<file path="src/rtl/vedic_pkg.sv">
// ---------------------------------------------------------------------------
// vedic_pkg
// Shared definitions for the sequential Vedic multiplier tile:
//   - state_t      : control FSM states
//   - uio bit map  : positions of the control/status bits on uio_in/uio_out
//   - UIO_OE_MASK  : fixed output-enable pattern (upper nibble driven)
//   - MUL_LAT      : cycles spent in S_MUL (1, or 2 with VEDIC_PIPE_EN)
//   - beat_count() : operand beats needed for a given operand width
// Optional feature macro: VEDIC_PIPE_EN (registered partial products).
// ---------------------------------------------------------------------------
package vedic_pkg;

  typedef enum logic [1:0] {
    S_A    = 2'd0,
    S_B    = 2'd1,
    S_MUL  = 2'd2,
    S_DONE = 2'd3
  } state_t;

  // uio_in bit positions
  localparam int IN_VALID  = 0;
  localparam int OUT_SEL   = 1;
  localparam int ABORT     = 2;
  // uio_out bit positions
  localparam int IN_READY  = 4;
  localparam int OUT_VALID = 5;
  localparam int BUSY      = 6;
  localparam int BEAT_IDX  = 7;

  localparam logic [7:0] UIO_OE_MASK = 8'hF0;

`ifdef VEDIC_PIPE_EN
  localparam int MUL_LAT = 2;
`else
  localparam int MUL_LAT = 1;
`endif

  // A 4-bit operand pair fits in one byte; 8-bit operands need two beats.
  function automatic int beat_count(input int width);
    return (width == 4) ? 1 : 2;
  endfunction

endpackage

</file>
<file path="src/rtl/vedic_core.sv">
// ---------------------------------------------------------------------------
// vedic_core
// Urdhva-Tiryagbhyam multiplier for W = 4 or 8, built from 2x2 Vedic blocks.
// The operands are split into halves; four half-width partial products
// (lo*lo, hi*lo, lo*hi, hi*hi) are formed and then summed with shifts.
// Macro VEDIC_PIPE_EN: the four partial products are registered, adding one
// cycle of latency; otherwise the core is purely combinational.
// Ports:
//   clk, rst_n, en, flush : only present with VEDIC_PIPE_EN (pipeline reg)
//   a, b   in  W          : unsigned operands
//   p      out 2*W        : unsigned product a*b
// ---------------------------------------------------------------------------
module vedic_core #(
  parameter int W = 8
) (
`ifdef VEDIC_PIPE_EN
  input  logic           clk,
  input  logic           rst_n,
  input  logic           en,
  input  logic           flush,
`endif
  input  logic [W-1:0]   a,
  input  logic [W-1:0]   b,
  output logic [2*W-1:0] p
);

  localparam int H = W / 2;

  // 2x2 Vedic block: vertical and crosswise products with a half adder chain.
  function automatic logic [3:0] mul2(input logic [1:0] x, input logic [1:0] y);
    logic [3:0] r;
    logic       c1;
    r[0] = x[0] & y[0];
    r[1] = (x[1] & y[0]) ^ (x[0] & y[1]);
    c1   = (x[1] & y[0]) & (x[0] & y[1]);
    r[2] = (x[1] & y[1]) ^ c1;
    r[3] = (x[1] & y[1]) & c1;
    return r;
  endfunction

  // 4x4 block composed from four 2x2 blocks.
  function automatic logic [7:0] mul4(input logic [3:0] x, input logic [3:0] y);
    logic [3:0] q0, q1, q2, q3;
    q0 = mul2(x[1:0], y[1:0]);
    q1 = mul2(x[3:2], y[1:0]);
    q2 = mul2(x[1:0], y[3:2]);
    q3 = mul2(x[3:2], y[3:2]);
    return {q3, q0} + {2'b00, q1, 2'b00} + {2'b00, q2, 2'b00};
  endfunction

  // Index 0 = lo*lo, 1 = hi(a)*lo(b), 2 = lo(a)*hi(b), 3 = hi*hi.
  logic [W-1:0] pp_next [4];
  logic [W-1:0] pp_use  [4];

  genvar gi;
  generate
    for (gi = 0; gi < 4; gi++) begin : g_pp
      logic [H-1:0] a_half;
      logic [H-1:0] b_half;
      assign a_half = ((gi % 2) == 1) ? a[W-1:H] : a[H-1:0];
      assign b_half = ((gi / 2) == 1) ? b[W-1:H] : b[H-1:0];
      if (W == 4) begin : g_2x2
        assign pp_next[gi] = mul2(a_half, b_half);
      end else begin : g_4x4
        assign pp_next[gi] = mul4(a_half, b_half);
      end
    end
  endgenerate

`ifdef VEDIC_PIPE_EN
  logic [W-1:0] pp_reg [4];

  // Captures every enabled cycle; the operands are stable throughout S_MUL,
  // so the value seen on the second S_MUL cycle belongs to this operation.
  always_ff @(posedge clk) begin
    if (!rst_n) begin
      pp_reg <= '{default: '0};
    end else if (en) begin
      if (flush) begin
        pp_reg <= '{default: '0};
      end else begin
        pp_reg <= pp_next;
      end
    end
  end

  assign pp_use = pp_reg;
`else
  assign pp_use = pp_next;
`endif

  // Cross terms sit H bits up; hi*hi and lo*lo concatenate without overlap.
  assign p = {pp_use[3], pp_use[0]}
           + {{H{1'b0}}, pp_use[1], {H{1'b0}}}
           + {{H{1'b0}}, pp_use[2], {H{1'b0}}};

endmodule

</file>
<file path="src/rtl/vedic_mult_seq.sv">
// ---------------------------------------------------------------------------
// vedic_mult_seq
// Sequential Vedic multiplier tile in the TinyTapeout user-module pin frame.
// Operands arrive byte-wide on ui_in under an in_valid/in_ready handshake,
// vedic_core multiplies them, and the registered product is read back a byte
// at a time on uo_out.
// Parameter WIDTH: operand width, 4 or 8.
// Macro VEDIC_PIPE_EN: core registers its partial products (S_MUL = 2 cycles).
// Ports:
//   clk     in  1 : clock, rising edge
//   rst_n   in  1 : synchronous active-low reset (independent of ena)
//   ena     in  1 : tile enable; low freezes all state
//   ui_in   in  8 : operand data (WIDTH=4: a=[3:0], b=[7:4]; WIDTH=8: a then b)
//   uio_in  in  8 : [0] in_valid, [1] out_sel, [2] abort
//   uo_out  out 8 : product byte (WIDTH=4: whole product)
//   uio_out out 8 : [4] in_ready, [5] out_valid, [6] busy, [7] beat_idx
//   uio_oe  out 8 : constant 8'hF0
// ---------------------------------------------------------------------------
module vedic_mult_seq
  import vedic_pkg::*;
#(
  parameter int WIDTH = 8
) (
  input  logic       clk,
  input  logic       rst_n,
  input  logic       ena,
  input  logic [7:0] ui_in,
  input  logic [7:0] uio_in,
  output logic [7:0] uo_out,
  output logic [7:0] uio_out,
  output logic [7:0] uio_oe
);

  localparam int NBEATS = beat_count(WIDTH);

  state_t               state_reg, state_next;
  logic [WIDTH-1:0]     a_reg, a_next;
  logic [WIDTH-1:0]     b_reg, b_next;
  logic [2*WIDTH-1:0]   prod_reg, prod_next;
  logic [2*WIDTH-1:0]   core_p;
  logic                 out_valid_reg, out_valid_next;

  logic                 in_valid, out_sel, abort;
  logic                 in_ready, busy, beat_idx, accept, mul_last;
  logic [WIDTH-1:0]     beat_lo, beat_hi;
  logic                 unused_uio;

  assign in_valid = uio_in[IN_VALID];
  assign out_sel  = uio_in[OUT_SEL];
  assign abort    = uio_in[ABORT];
  assign unused_uio = &{1'b0, uio_in[7:3], out_sel};

  assign in_ready = (state_reg != S_MUL);
  assign busy     = (state_reg == S_MUL);
  assign beat_idx = (state_reg == S_B);
  assign accept   = in_ready & in_valid;

  // Operand fields within a beat: packed pair for 4-bit, whole byte for 8-bit.
  generate
    if (WIDTH == 4) begin : g_beat4
      assign beat_lo = ui_in[3:0];
      assign beat_hi = ui_in[7:4];
    end else begin : g_beat8
      assign beat_lo = ui_in;
      assign beat_hi = ui_in;
    end
  endgenerate

`ifdef VEDIC_PIPE_EN
  logic mul_cnt_reg, mul_cnt_next;
  assign mul_last = mul_cnt_reg;
`else
  assign mul_last = 1'b1;
`endif

  vedic_core #(.W(WIDTH)) u_core (
`ifdef VEDIC_PIPE_EN
    .clk   (clk),
    .rst_n (rst_n),
    .en    (ena),
    .flush (abort),
`endif
    .a     (a_reg),
    .b     (b_reg),
    .p     (core_p)
  );

  always_comb begin
    state_next     = state_reg;
    a_next         = a_reg;
    b_next         = b_reg;
    prod_next      = prod_reg;
    out_valid_next = out_valid_reg;
`ifdef VEDIC_PIPE_EN
    mul_cnt_next   = mul_cnt_reg;
`endif
    if (ena) begin
      if (abort) begin
        // Abort beats any simultaneous accept; the product is kept.
        state_next     = S_A;
        a_next         = '0;
        b_next         = '0;
        out_valid_next = 1'b0;
`ifdef VEDIC_PIPE_EN
        mul_cnt_next   = 1'b0;
`endif
      end else begin
        case (state_reg)
          S_A, S_DONE: begin
            // A beat in S_DONE starts the next operation.
            if (accept) begin
              out_valid_next = 1'b0;
              a_next         = beat_lo;
              if (NBEATS == 1) begin
                b_next     = beat_hi;
                state_next = S_MUL;
              end else begin
                state_next = S_B;
              end
            end
          end
          S_B: begin
            if (accept) begin
              b_next     = beat_hi;
              state_next = S_MUL;
            end
          end
          S_MUL: begin
            if (mul_last) begin
              prod_next      = core_p;
              out_valid_next = 1'b1;
              state_next     = S_DONE;
`ifdef VEDIC_PIPE_EN
              mul_cnt_next   = 1'b0;
`endif
            end else begin
`ifdef VEDIC_PIPE_EN
              mul_cnt_next   = 1'b1;
`endif
            end
          end
          default: state_next = S_A;
        endcase
      end
    end
  end

  always_ff @(posedge clk) begin
    if (!rst_n) begin
      state_reg     <= S_A;
      a_reg         <= '0;
      b_reg         <= '0;
      prod_reg      <= '0;
      out_valid_reg <= 1'b0;
`ifdef VEDIC_PIPE_EN
      mul_cnt_reg   <= 1'b0;
`endif
    end else begin
      state_reg     <= state_next;
      a_reg         <= a_next;
      b_reg         <= b_next;
      prod_reg      <= prod_next;
      out_valid_reg <= out_valid_next;
`ifdef VEDIC_PIPE_EN
      mul_cnt_reg   <= mul_cnt_next;
`endif
    end
  end

  generate
    if (WIDTH == 4) begin : g_out4
      assign uo_out = prod_reg;
    end else begin : g_out8
      assign uo_out = out_sel ? prod_reg[2*WIDTH-1:WIDTH] : prod_reg[WIDTH-1:0];
    end
  endgenerate

  always_comb begin
    uio_out            = '0;
    uio_out[IN_READY]  = in_ready;
    uio_out[OUT_VALID] = out_valid_reg;
    uio_out[BUSY]      = busy;
    uio_out[BEAT_IDX]  = beat_idx;
  end

  assign uio_oe = UIO_OE_MASK;

endmodule
</file>
<file path="config.mk">
export PLATFORM = sky130hd
export DESIGN_NAME = vedic_mult_seq
export DESIGN_NICKNAME = d
export VERILOG_FILES = /design/src/rtl/vedic_pkg.sv /design/src/rtl/vedic_core.sv /design/src/rtl/vedic_mult_seq.sv
export SDC_FILE = /design/constraint.sdc
export NUM_CORES = 1
export LEC_CHECK = 0
export CAP_MARGIN = 0
export CORE_ASPECT_RATIO = 1.5
export CORE_MARGIN = 2
export CORE_UTILIZATION = 45
export CTS_CLUSTER_SIZE = 12
export DETAILED_ROUTE_END_ITERATION = 8
export PLACE_DENSITY = 0.66
export SETUP_SLACK_MARGIN = 0.1
export SYNTH_ARGS = -nofsm -noshare
export SYNTH_HDL_FRONTEND = slang
export SYNTH_SLANG_ARGS = --single-unit
</file>
<file path="constraint.sdc">
create_clock -name clk -period 6.25 [get_ports clk]
set_input_delay 1.25 -clock clk [delete_from_list [all_inputs] [get_ports clk]]
set_output_delay 1.25 -clock clk [all_outputs]
set_load 0.01 [all_outputs]
</file>
==> results of run 1 <==
worst max-delay path, delay by kind of cell, from the launching register on:
kind	cells	cell delay, ns
adder cells (fa/ha/maj)	6	2.25
AND/OR/NAND/NOR	3	0.85
AO/OA/AOI/OAI	5	0.75
flip-flops	1	0.42
XOR/XNOR	1	0.20
buffers and inverters	2	0.12
power groups by stage:
stage / Clock (mW) / Sequential, mW / Combinational, mW
after global routing: 0.300 / 0.242 / 0.0766
after global placement: 0 / 0.246 / 0.0677
after floorplan: 0 / 0.240 / 0.0523
after detailed placement: 0 / 0.246 / 0.0688
after CTS: 0.289 / 0.241 / 0.0692
final: 0.286 / 0.241 / 0.0686
layout make-up:
type                       count  area [µm²]  share of cell area (%)
multi-input combinational    331        2800                    64.5
sequential                    35         701                    16.1
timing repair buffer          29         280                    6.45
inverter                      68         255                    5.88
tap                          107         134                    3.08
clock buffer                   5         125                    2.88
clock inverter                 3        46.3                    1.07
layer usage:
metal	vias up	wire length, µm
met1	1397	3240
li1	1470	-
met5	-	0
met4	0	144
met2	36	4260
met3	9	150
Yosys cell counts, types with 3 or more instances:
cell      count  area [µm²]
inv_1        68         255
ha_1         58         726
and2_1       53         332
dfxtp_1      35         701
nand2_1      32         120
fa_1         29         581
a21oi_1      28         140
nor2_1       23        86.3
buf_4        16         120
mux2i_1      16         160
a21o_1       11        82.6
nor2b_1      10        62.6
xnor2_1      10        87.6
mux2_2        8        90.1
xor2_1        7        61.3
clkbuf_1      6        22.5
nand3_1       6        30.0
o21ai_0       4        20.0
o31ai_1       3        22.5
per-stage QoR:
step / area (µm²) / total power [mW] / utilization (%) / setup WS, ns
finish: 4340 / 0.596 / 51.6 / 1.56
detailed placement: 4170 / 0.315 / 49.6 / 1.56
global route: 4340 / 0.619 / 51.6 / 1.23
CTS: 4340 / 0.599 / 51.6 / 1.54
global placement: 4170 / 0.313 / 49.6 / 1.62
floorplan: 3910 / 0.293 / - / 1.95
worst min path at each step:
stage                               end  slack, ns  depth (start not counted)
3_3_place_gp   prod_reg[0]$_SDFFE_PN0P_       0.44                          2
3_5_place_dp   prod_reg[6]$_SDFFE_PN0P_       0.45                          2
5_1_grt        prod_reg[9]$_SDFFE_PN0P_       0.48                          2
6_report       prod_reg[6]$_SDFFE_PN0P_       0.45                          2
2_1_floorplan  prod_reg[8]$_SDFFE_PN0P_       0.43                          2
4_1_cts        prod_reg[6]$_SDFFE_PN0P_       0.45                          2
kinds of logic after synthesis:
family / count (synthesis)
mux: 24
fa+ha+maj: 87
xor+xnor: 17
simple gates: 132
other cells: 2
flops: 35
buf+inv: 93
compound gates: 59
layout by cell type (no fill, tap or decap), types with 3 or more instances in the layout:
master	instances
a21o_1	11
a21oi_1	28
and2_1	53
buf_4	4
clkbuf_16	5
clkdlybuf4s50_1	25
conb_1	12
dfxtp_1	35
fa_1	29
ha_1	58
inv_1	68
mux2_2	8
mux2i_1	16
nand2_1	32
nand3_1	6
nor2_1	23
nor2b_1	10
o21ai_0	3
o31ai_1	3
xnor2_1	10
xor2_1	7
==> impl_metrics.csv, run 1 <==
group,metric,value,unit
outcome,status,"finished clean",
timing,setup_viol,0,
clock_network,cts_buffers,5,
timing,period_share,75.0,%
worst_hold_path,min_from,"prod_reg[6]$_SDFFE_PN0P_",
grt,grt_pass1_vias,2964,
critical_path,crit_path_start_kind,"register",
pwr,ir_worst_vdd,0.108,mV
yosys,syn_area_per_cell,8.63,µm²
worst_hold_path,holdCritPathClass,"register to register",
die,num_io_pins,43,
yosys,synthCells,449,
clock_network,htreeDepth,2,
drt,routed_via_density,5.04,
grt,overflow,0,
critical_path,path_cells,"and2_1 > ha_1 > ha_1 > inv_1 > fa_1 > inv_1 > fa_1 > a21o_1 > a21oi_1 > xnor2_1 > fa_1 > ha_1 > nand2_1 > o21ai_0 > a21oi_1 > or4_1 > a31oi_1",
timing,fin_crit,4.69,ns
yosys,synth.cell_area,3880,µm²
pwr,p_switching,145,µW
place,hpwl,6.41,mm
die,dieArea,9390,µm²
timing,holdWs,0.452,ns
drt,drtIter0Drc,118,
yosys,synth_compound_area_share,9.52,%
final_layout,fin_nets,576,
clock_network,ctsLongestPathBuffers,2,
timing,worst_pin_slew,0.919,ns
yosys,synth-seq-area-share,18.1,%
place,io_buffers,25,
critical_path,end_kind,"register",
yosys,async_flop_share,0,%
yosys,yosysWarnings,0,
place,placed_cells,570,
flow_run,maxCapViolCount,0,
timing,fin_skew,0.0135,ns
clock_network,post_cts_resized,0,
yosys,ys_dominant_reg_cell,"dfxtp_1",
die,core,8410,µm²
drt,routed_wl,7.79,mm
grt,globalRouteTotalUtil,18.2,%
grt,grt_use_met3,1.46,%
clock_network,cts_tree,"yes",
grt,antenna_found_initial,0,
critical_path,setup.worst_path.end,"prod_reg[15]$_SDFFE_PN0P_",
drt,drtAntennaViolNets,0,
pwr,p_comb_share,11.5,%
final_layout,largest_register_ffs,16,
place,place_congestion,0.903,
drt,drc,0,
critical_path,worstSetupPathType,"register to register",
critical_path,crit_fanout,9,
yosys,synth-edff-count,0,
clock_network,clockRootBuffer,"clkbuf_16",
critical_path,startpoint,"a_reg[4]$_SDFFE_PN0P_",
clock_network,clk_pin_slew_worst_paths,0.06,ns
drt,drt_first_pass_iters,4,
critical_path,worstPathArrival,4.90,ns
clock_network,cts-hold-fix-buffers,0,
timing,relSlewSlack,38.7,%
grt,grt_pass1_wl,13.6,mm
critical_path,slowest_stage,"or4_1",
critical_path,max_stage_delay,0.52,ns
pwr,sequentialPowerShare,40.4,%
timing,fmax,213,MHz
yosys,synthAdderAreaFrac,33.7,%
grt,globalRouteMet2Util,34.3,%
timing,drv_slew,0,
pwr,p_sw_share,24.4,%
yosys,synth_top_family_by_area,"adder cells",
die,dieHeight,118,µm
final_layout,stdcell_count,578,
pwr,power_density,137,nW/µm²
clock_network,cts_num_sinks,35,
drt,wl_per_cell,13.5,µm
timing,finalHoldViolCount,0,
die,start_util,46.1,%
pwr,p_leak,2.36,nW
critical_path,reg2reg_setup_slack,1.56,ns
final_layout,layout-drive-gt1-share,4.46,%
final_layout,antennaDiodeCount,0,
final_layout,fill_cells,827,
die,rows,41,
timing,rsz0062_at_grt,"false",
yosys,yosys.area_share.xor_xnor,3.84,%
timing,fin_tns_setup,0,ns
clock_network,postCtsSetupBuffers,0,
die,die-width,79.8,µm
critical_path,rr_endpoint,"prod_reg[15]$_SDFFE_PN0P_",
grt,grt_busiest_layer,"met2",
grt,grt_use_met1,21.1,%
final_layout,area_growth_syn_to_layout,12.0,%
drt,vias,2912,
yosys,synth_mux_area_share,6.46,%
yosys,yosysUniqueCellTypes,40,
grt,grt_start_max_net_pins,32,
pwr,p_int,451,µW
critical_path,r2r_cells,17,
critical_path,rr_startpoint,"a_reg[4]$_SDFFE_PN0P_",
yosys,synth-simple-area-share,17.6,%
pwr,clkPwrFrac,48.1,%
critical_path,crit_required,6.46,ns
yosys,synth-seq-cells,35,
clock_network,clock_latency,0.28,ns
No activity file was read; power rests on OpenSTA's default activity.
==> inputs of run 2 (changes only) <==
--- a/config.mk
+++ b/config.mk
@@ -11,7 +11,7 @@
 export CORE_UTILIZATION = 45
 export CTS_CLUSTER_SIZE = 12
 export DETAILED_ROUTE_END_ITERATION = 8
-export PLACE_DENSITY = 0.66
+export PLACE_DENSITY = 0.69
 export SETUP_SLACK_MARGIN = 0.1
 export SYNTH_ARGS = -nofsm -noshare
 export SYNTH_HDL_FRONTEND = slang
==> constraint.sdc (replaced) <==
create_clock -name clk -period 4.2 [get_ports clk]
set_input_delay 0.84 -clock clk [delete_from_list [all_inputs] [get_ports clk]]
set_output_delay 0.84 -clock clk [all_outputs]
set_load 0.01 [all_outputs]
==> run 2 against run 1 <==
Effect of this change:
- the run now ends with negative setup slack left
- first-iteration DRC count decreased by 7.6%
- hold slack improved by 0.0044 ns
- non-clock buffer count increased by 49
- clock skew decreased by 0.0053 ns
- critical endpoint is now prod_reg[14]$_SDFFE_PN0P_
- highest routed layer unchanged
==> impl_metrics.csv, run 2 (same netlist as run 1, synthesis figures left out) <==
group,metric,value,unit
outcome,status,"complete, but fails checks",
outcome,violations,"negative setup slack",
clock_network,cts-hold-fix-buffers,0,
clock_network,cts_buffers,5,
worst_hold_path,hold_end,"prod_reg[9]$_SDFFE_PN0P_",
clock_network,htreeDepth,2,
timing,fmax,233,MHz
pwr,power_density,164,nW/µm²
pwr,p_comb_share,15.9,%
worst_hold_path,holdCritPathClass,"register to register",
critical_path,path_cells,"buf_6 > and2_4 > ha_4 > ha_4 > fa_1 > ha_2 > fa_2 > a21o_1 > a21oi_2 > xnor2_2 > fa_1 > ha_4 > a21o_1 > a21oi_2 > nor2_2 > o21a_1 > o31a_1",
grt,overflow,0,
final_layout,multi_input_area,3260,µm²
grt,grt_pass1_vias,3368,
die,dieArea,9390,µm²
final_layout,fill_cells,688,
drt,wl_per_cell,15.4,µm
critical_path,rr_endpoint,"prod_reg[14]$_SDFFE_PN0P_",
final_layout,layout-drive-gt1-share,30.4,%
final_layout,design_area,5200,µm²
die,die-width,79.8,µm
die,rows,41,
drt,routed_via_density,5.12,
pwr,p_switching,232,µW
clock_network,clockRootBuffer,"clkbuf_16",
grt,antenna_found_initial,0,
timing,finalWorstSetupSlack,-0.0919,ns
timing,finalHoldViolCount,0,
pwr,clkPwrFrac,42.9,%
final_layout,fin_nets,625,
pwr,p_sw_share,27.2,%
die,start_util,46.1,%
place,io_buffers,25,
timing,fin_skew,0.00822,ns
clock_network,clk_pin_slew_worst_paths,0.06,ns
clock_network,clock_latency,0.29,ns
die,num_io_pins,43,
critical_path,max_stage_delay,0.59,ns
final_layout,final_core_utilization,61.8,%
place,place_congestion,0.852,
timing,relSlewSlack,29.3,%
final_layout,final-seq-area,726,µm²
worst_hold_path,min_from,"prod_reg[9]$_SDFFE_PN0P_",
timing,rsz0062_at_grt,"true",
flow_run,maxCapViolCount,0,
timing,period_share,102,%
final_layout,layout_commonest_cell,"inv_1",
critical_path,slowest_stage,"fa_1",
pwr,p_leak,2.62,nW
critical_path,rr_startpoint,"a_reg[0]$_SDFFE_PN0P_",
drt,drc,0,
critical_path,crit_path_start_kind,"register",
critical_path,worstPathArrival,4.47,ns
final_layout,largest_register_ffs,16,
final_layout,area_growth_syn_to_layout,34.2,%
critical_path,cp_num_buf_inv,1,
place,dpl_cell_area,4530,µm²
timing,setup_viol,3,
timing,worst_pin_slew,1.06,ns
critical_path,end_kind,"register",
grt,grt_start_max_net_pins,32,
place,hpwl,7.10,mm
drt,drtIter0Drc,109,
critical_path,crit_fanout,3,
drt,routed_wl,9.67,mm
timing,drv_slew,0,
drt,drt_first_pass_iters,4,
grt,globalRouteTotalUtil,21.0,%
critical_path,reg2reg_setup_slack,-0.09,ns
die,dieHeight,118,µm
pwr,p_int,621,µW
drt,vias,3208,
grt,grt_pass1_wl,15.3,mm
final_layout,mostFrequentLayoutCells,"56 x inv_1, 43 x buf_4, 41 x and2_1",
critical_path,crit_required,4.38,ns
die,core,8410,µm²
critical_path,cpMostUsedCell,"ha_4",
pwr,ir_worst_vdd,0.227,mV
pwr,total_power,853,µW
final_layout,antennaDiodeCount,0,
worst_hold_path,hold_depth,2,
pwr,sequentialPowerShare,41.2,%
timing,fin_crit,4.29,ns
critical_path,worstSetupPathType,"register to register",
clock_network,cts_num_sinks,35,
critical_path,crit_family,"adder cells",
clock_network,ctsLongestPathBuffers,2,
drt,drtAntennaViolNets,0,
clock_network,cts_tree,"yes",
critical_path,r2r_cells,17,
## run 2: cell count changes in the layout (fill, tap and decap cells not counted), moves of 5 or more
| cell | before | now |
|---|---|---|
| a21oi_1 | 28 | 15 |
| buf_4 | 4 | 43 |
| dfxtp_1 | 35 | 25 |
| dfxtp_2 | 0 | 5 |
| a21oi_2 | 0 | 10 |
| inv_2 | 0 | 12 |
| ha_1 | 58 | 37 |
| inv_1 | 68 | 56 |
| dfxtp_4 | 0 | 5 |
| buf_6 | 0 | 10 |
| and2_4 | 0 | 12 |
| ha_4 | 0 | 18 |
| and2_1 | 53 | 41 |
## run 2: final cells by class
class,count,area share [%]
tap,107,2.57
timing repair buffer,78,13.2
sequential,35,14.0
inverter,68,4.91
clock inverter,3,0.289
clock buffer,5,2.41
multi-input combinational,331,62.7
## run 2: worst min-delay path: stages (launching register included)
cell and delay (ns):
dfxtp_1 0.31, nand2_1 0.05, a21oi_1 0.05
## run 2: power groups by stage
stage | Sequential [mW] | Clock (mW) | Combinational (mW)
after global placement | 0.361 | 0 | 0.120
after detailed placement | 0.361 | 0 | 0.122
after floorplan | 0.358 | 0 | 0.0789
final | 0.352 | 0.366 | 0.135
after CTS | 0.351 | 0.366 | 0.131
after global routing | 0.353 | 0.382 | 0.148
## run 2: worst max-delay path by stage
stage                     cells after the start                   endpoint             startpoint
after global placement                       17  prod_reg[15]$_SDFFE_PN0P_  a_reg[7]$_SDFFE_PN0P_
after detailed placement                     21  prod_reg[14]$_SDFFE_PN0P_  b_reg[1]$_SDFFE_PN0P_
final                                        17  prod_reg[14]$_SDFFE_PN0P_  a_reg[0]$_SDFFE_PN0P_
after floorplan                              16  prod_reg[15]$_SDFFE_PN0P_  a_reg[1]$_SDFFE_PN0P_
after CTS                                    20  prod_reg[14]$_SDFFE_PN0P_  b_reg[0]$_SDFFE_PN0P_
after global routing                         17  prod_reg[14]$_SDFFE_PN0P_  a_reg[2]$_SDFFE_PN0P_
## run 2: metal layers
metal / global-route usage (%) / part of all wire (%)
met5: 0 / 0
met2: 37.9 / 54
met3: 2.61 / 2.4
met1: 22.5 / 39
met4: 12.7 / 5.2
## run 2: stage by stage
| stage | TNS [ns] | worst slack (ns) | std cells | hold WS, ns |
|---|---|---|---|---|
| 2_1_floorplan | 0 | 0.0989 | 459 | 0.428 |
| 3_3_place_gp | -0.461 | -0.135 | 606 | 0.440 |
| 5_1_grt | -0.924 | -0.239 | 627 | 0.479 |
| 4_1_cts | -0.132 | -0.102 | 625 | 0.451 |
| 6_report | -0.137 | -0.0919 | 627 | 0.457 |
| 3_5_place_dp | -0.756 | -0.206 | 606 | 0.445 |
## run 2: what timing repair did
action / CTS / global route
pin swaps: 48 / 45
setup endpoints to repair: 7 / 9
buffers inserted: 11 / 3
resized for setup: 63 / 38
